### src/rtl/cdma_cfg_master.sv
// AXI-Lite master that programs a CDMA core (source, destination, length)
// and optionally polls its status register until the core reports idle.
module cdma_cfg_master #(
    parameter int unsigned        ADDR_W   = 10,
    parameter int unsigned        DATA_W   = 32,
    parameter logic [ADDR_W-1:0]  SA_OFS   = ADDR_W'(10'h18),
    parameter logic [ADDR_W-1:0]  DA_OFS   = ADDR_W'(10'h20),
    parameter logic [ADDR_W-1:0]  BTT_OFS  = ADDR_W'(10'h28),
    parameter logic [ADDR_W-1:0]  SR_OFS   = ADDR_W'(10'h04),
    parameter bit                 POLL_EN  = 1'b1,
    parameter int unsigned        IDLE_BIT = 1
) (
    input  logic                clk,
    input  logic                rst_n,
    input  logic                dma_en,
    input  logic [DATA_W-1:0]   read_addr,
    input  logic [DATA_W-1:0]   write_addr,
    input  logic [DATA_W-1:0]   byte_len,
    output logic                busy,
    output logic                done,
    output logic                error,
    output logic [ADDR_W-1:0]   awaddr,
    output logic                awvalid,
    input  logic                awready,
    output logic [DATA_W-1:0]   wdata,
    output logic [DATA_W/8-1:0] wstrb,
    output logic                wvalid,
    input  logic                wready,
    input  logic [1:0]          bresp,
    input  logic                bvalid,
    output logic                bready,
    output logic [ADDR_W-1:0]   araddr,
    output logic                arvalid,
    input  logic                arready,
    input  logic [DATA_W-1:0]   rdata,
    input  logic [1:0]          rresp,
    input  logic                rvalid,
    output logic                rready
);

    typedef enum logic [2:0] {
        S_IDLE, S_WRITE, S_WRESP, S_RADDR, S_RDATA, S_FINISH
    } state_t;

    state_t              state_q, state_d;
    logic [1:0]          idx_q, idx_d;
    logic [DATA_W-1:0]   da_q, da_d, btt_q, btt_d;
    logic                busy_q, busy_d, done_q, done_d, error_q, error_d;
    logic [ADDR_W-1:0]   awaddr_q, awaddr_d, araddr_q, araddr_d;
    logic [DATA_W-1:0]   wdata_q, wdata_d;
    logic                awvalid_q, awvalid_d, wvalid_q, wvalid_d;
    logic                arvalid_q, arvalid_d, bready_q, bready_d, rready_q, rready_d;

    always_comb begin
        state_d   = state_q;
        idx_d     = idx_q;
        da_d      = da_q;
        btt_d     = btt_q;
        error_d   = error_q;
        awaddr_d  = awaddr_q;
        araddr_d  = araddr_q;
        wdata_d   = wdata_q;
        awvalid_d = awvalid_q;
        wvalid_d  = wvalid_q;
        arvalid_d = arvalid_q;
        bready_d  = bready_q;
        rready_d  = rready_q;
        case (state_q)
            S_IDLE: begin
                if (dma_en) begin
                    da_d    = write_addr;
                    btt_d   = byte_len;
                    idx_d   = 2'd0;
                    error_d = 1'b0;
                    if (byte_len == '0) begin
                        error_d = 1'b1;
                        state_d = S_FINISH;
                    end else begin
                        // The source address goes straight into the first write beat.
                        state_d   = S_WRITE;
                        awvalid_d = 1'b1;
                        wvalid_d  = 1'b1;
                        awaddr_d  = SA_OFS;
                        wdata_d   = read_addr;
                    end
                end
            end
            S_WRITE: begin
                if (awvalid_q && awready) awvalid_d = 1'b0;
                if (wvalid_q && wready)   wvalid_d  = 1'b0;
                if ((!awvalid_q || awready) && (!wvalid_q || wready)) begin
                    state_d  = S_WRESP;
                    bready_d = 1'b1;
                end
            end
            S_WRESP: begin
                if (bvalid) begin
                    bready_d = 1'b0;
                    if (bresp != 2'b00) begin
                        error_d = 1'b1;
                        state_d = S_FINISH;
                    end else if (idx_q != 2'd2) begin
                        idx_d     = idx_q + 2'd1;
                        state_d   = S_WRITE;
                        awvalid_d = 1'b1;
                        wvalid_d  = 1'b1;
                        awaddr_d  = (idx_q == 2'd0) ? DA_OFS : BTT_OFS;
                        wdata_d   = (idx_q == 2'd0) ? da_q : btt_q;
                    end else if (POLL_EN) begin
                        state_d   = S_RADDR;
                        arvalid_d = 1'b1;
                        araddr_d  = SR_OFS;
                    end else begin
                        state_d = S_FINISH;
                    end
                end
            end
            S_RADDR: begin
                if (arready) begin
                    arvalid_d = 1'b0;
                    rready_d  = 1'b1;
                    state_d   = S_RDATA;
                end
            end
            S_RDATA: begin
                if (rvalid) begin
                    rready_d = 1'b0;
                    if (rresp != 2'b00) begin
                        error_d = 1'b1;
                        state_d = S_FINISH;
                    end else if (rdata[IDLE_BIT]) begin
                        state_d = S_FINISH;
                    end else begin
                        state_d   = S_RADDR;
                        arvalid_d = 1'b1;
                    end
                end
            end
            S_FINISH: state_d = S_IDLE;
            default:  state_d = S_IDLE;
        endcase
        busy_d = (state_d != S_IDLE);
        done_d = (state_d == S_FINISH);
    end

    always_ff @(posedge clk or negedge rst_n) begin
        if (!rst_n) begin
            state_q   <= S_IDLE;
            idx_q     <= 2'd0;
            da_q      <= '0;
            btt_q     <= '0;
            busy_q    <= 1'b0;
            done_q    <= 1'b0;
            error_q   <= 1'b0;
            awaddr_q  <= '0;
            araddr_q  <= '0;
            wdata_q   <= '0;
            awvalid_q <= 1'b0;
            wvalid_q  <= 1'b0;
            arvalid_q <= 1'b0;
            bready_q  <= 1'b0;
            rready_q  <= 1'b0;
        end else begin
            state_q   <= state_d;
            idx_q     <= idx_d;
            da_q      <= da_d;
            btt_q     <= btt_d;
            busy_q    <= busy_d;
            done_q    <= done_d;
            error_q   <= error_d;
            awaddr_q  <= awaddr_d;
            araddr_q  <= araddr_d;
            wdata_q   <= wdata_d;
            awvalid_q <= awvalid_d;
            wvalid_q  <= wvalid_d;
            arvalid_q <= arvalid_d;
            bready_q  <= bready_d;
            rready_q  <= rready_d;
        end
    end

    assign busy    = busy_q;
    assign done    = done_q;
    assign error   = error_q;
    assign awaddr  = awaddr_q;
    assign awvalid = awvalid_q;
    assign wdata   = wdata_q;
    assign wstrb   = '1;
    assign wvalid  = wvalid_q;
    assign bready  = bready_q;
    assign araddr  = araddr_q;
    assign arvalid = arvalid_q;
    assign rready  = rready_q;

endmodule

### config.mk
export PLATFORM = sky130hd
export DESIGN_NAME = cdma_cfg_master
export DESIGN_NICKNAME = d
export VERILOG_FILES = /design/src/rtl/cdma_cfg_master.sv
export SDC_FILE = /design/constraint.sdc
export NUM_CORES = 1
export LEC_CHECK = 0
export BUFFER_PORTS_ARGS = -buffer_cell sky130_fd_sc_hd__clkbuf_2
export CAP_MARGIN = 20
export CORE_MARGIN = 3
export CORE_UTILIZATION = 45
export CTS_BUF_LIST = sky130_fd_sc_hd__clkbuf_8
export DETAILED_ROUTE_END_ITERATION = 10
export PLACE_DENSITY = 0.84
export RECOVER_POWER = 100
export REMOVE_ABC_BUFFERS = 1
export SYNTH_ARGS = -nofsm -noshare
export SYNTH_HDL_FRONTEND = slang
export SYNTH_SLANG_ARGS = --single-unit
### constraint.sdc
create_clock -name clk -period 2.2 [get_ports clk]
set_input_delay 0.66 -clock clk [delete_from_list [all_inputs] [get_ports clk]]
set_output_delay 0.66 -clock clk [all_outputs]
set_load 0.01 [all_outputs]
==> results.sh <==
export IMPL_p_leak_nw=3.21
export IMPL_ant_nets=0
export IMPL_cts_setup_buffers=0
export IMPL_core_area_um2=11700
export IMPL_track_usage_pct=18.7
export IMPL_diodes=0
export IMPL_tightest_slew_ps=1520
export IMPL_final_max_slew_viol_count=113
export IMPL_cp_arrival_ps=2420
export IMPL_antenna_found_initial=0
export IMPL_max_freq_ghz=0.470
export IMPL_die_h_um=117
export IMPL_grt_max_degree=114
export IMPL_rrSetupSlack_ps=130
export IMPL_ys_seq_area_share_pct=51.4
export IMPL_cts_root_buf="clkbuf_8"
export IMPL_drive_gt1_share_pct=38.3
export IMPL_cts_tree="built"
export IMPL_start_kind="input port"
export IMPL_multi_input_area_um2=2300
export IMPL_status="finished with violations"
export IMPL_htree_levels=4
export IMPL_die_area_um2=13600
export IMPL_post_drt_wl_per_cell_um=16.2
export IMPL_async_flop_share_pct=100
export IMPL_nNetsFinal=752
export IMPL_synth_edf_count=0
export IMPL_die_x_um=117
export IMPL_initial_core_util_pct=47.2
export IMPL_synth_top_area_cell="dfrtp_1"
export IMPL_area_growth_pct=20.4
export IMPL_finalClockSkew_ps=5.61
export IMPL_port_buffers=152
export IMPL_power_density_nw_per_um2=1440
export IMPL_mostFrequentLayoutCell="dfrtp_1"
export IMPL_ys_types=43
export IMPL_drtPass1Iterations=5
export IMPL_place_ws_ps=-446
export IMPL_fin_ws_ps=73.5
export IMPL_cts_buffers=17
export IMPL_synth_ff_type="dfrtp_1"
export IMPL_ir_worst_vdd_mv=0.713
export IMPL_synth_top_area_share_pct=51.4
export IMPL_path_max_fanout=18
export IMPL_required_ps=2490
export IMPL_drt_iter0_markers=200
export IMPL_fillers=1022
export IMPL_slew_headroom_pct=-1.09
export IMPL_clk_pin_slew_worst_paths_ps=60
export IMPL_hold_viol=0
export IMPL_yosysWarnings=0
export IMPL_min_period_ps=2130
export IMPL_worstSetupPathType="in2reg"
export IMPL_ys_ff_latch=113
export IMPL_gp_congestion=0.864
export IMPL_num_rows=39
export IMPL_grt_overflow=0
export IMPL_syn_avg_cell_area_um2=12.3
export IMPL_netlist_instances=448
export IMPL_finish_utilization_pct=56.8
export IMPL_grt_pass1_vias=4147
export IMPL_rsz0062_at_grt="false"
export IMPL_clock_latency_ps=420
export IMPL_setup_viol=0
export IMPL_vias_per_cell=5.23
export IMPL_most_common_layout_cells="dfrtp_1, clkbuf_2, mux2_2, clkbuf_1, nor2_1"
export IMPL_netlist_area_um2=5500
export IMPL_hp_class="in2reg"
export IMPL_cts_sinks=113
export IMPL_num_io_pins=204
export IMPL_routed_wirelength_um=12400
export IMPL_drc=0
export IMPL_netlist_top_cells_area="dfrtp_1, mux2_2, mux2_4"
export IMPL_violations="slew limit"
export IMPL_post_route_period_util_pct=96.7
export IMPL_max_cap_violations=0
export IMPL_grt_first_pass_wirelength_um=19800
export IMPL_vias=3998
export IMPL_cts_buffer_depth=2
export IMPL_cp_end_kind="flop"
export IMPL_regArea_um2=2830
export IMPL_dp_hpwl_um=8860
export IMPL_hold_worst_slack_ps=471
==> final timing paths <==
check | cells after the start | to | from
worst max-delay path | 7 | wdata[19] | byte_len[16]
worst min-delay path | 2 | da_q[17] | write_addr[17]
worst max register to register | 6 | wdata[19] | state_q[1]
worst min register to register | 1 | araddr[2] | araddr[2]
max in group asynchronous | 2 | btt_q[31] | rst_n
min in group asynchronous | 2 | araddr[2] | rst_n
==> routing by layer <==
layer  vias up  wire, µm  track usage [%]
li1       1864         -                -
met1      1938      5230             23.9
met2       162      6040             29.9
met3        34       776             4.77
met4         0       324             9.10
met5         -         0                0
==> through the flow <==
step | instances | setup TNS (ps) | area, µm² | power [mW]
6_report | 764 | 0 | 6620 | 9.53
3_5_place_dp | 734 | -14320 | 6400 | 8.12
5_1_grt | 764 | 0 | 6620 | 10.2
4_1_cts | 764 | 0 | 6780 | 10.0
2_1_floorplan | 419 | -139470 | 5240 | 6.76
3_3_place_gp | 734 | -16160 | 6400 | 7.89
==> synthesized netlist by cell type (7+ instances only) <==
master,count
a21oi_1,37
buf_4,20
mux2i_1,32
clkbuf_1,7
nand3_1,7
dfrtp_1,113
nand2_1,17
buf_2,15
mux2_4,25
nor2_1,38
nor4_1,8
mux2_2,71
inv_1,11
==> registers in the layout, indices dropped and copies added, names as in the netlist <==
name,flops
busy,1
btt_q,32
wvalid,1
done,1
error,1
wdata,32
araddr,1
da_q,32
idx_q,2
state_q,3
rready,1
awvalid,1
awaddr,3
arvalid,1
bready,1
==> final cells by class <==
class | instances | share of cell area [%]
flip-flops and latches | 113 | 42.7
repair buffers | 172 | 13.5
multi-input cells | 294 | 34.7
inverters | 12 | 0.680
clock buffers | 21 | 4.36
well taps | 143 | 2.70
clock inverters | 9 | 1.38
==> power breakdown <==
| group | internal, mW | total, mW | switching (mW) |
|---|---|---|---|
| clock network | 1.09 | 1.88 | 0.785 |
| registers | 3.14 | 3.74 | 0.605 |
| logic | 1.97 | 3.90 | 1.93 |
==> cell families (layout without fill, tap and decap cells) <==
kind of cell / after synthesis / in the layout / share of synthesized area, %
multiplexers: 128 / 128 / 27.2
flip-flops: 113 / 113 / 51.4
AND/OR/NAND/NOR: 84 / 84 / 7.39
AO/OA/AOI/OAI: 60 / 60 / 6.57
buffers and inverters: 59 / 214 / 6.89
adder cells (fa/ha/maj): 2 / 2 / 0.455
other: 2 / 20 / 0.136
==> worst max-delay path: stages <==
cell      delay, ps
clkbuf_1         90
nor4_1          360
nand2_1         190
nor4_4          350
a21o_2          240
buf_12          180
mux2_1          340
==> repair_timing <==
action,CTS,global route
hold buffers,0,0
endpoints found under the setup margin,0,32
gates resized for setup,0,1
Note: power is estimated with default switching activity, not from simulation.
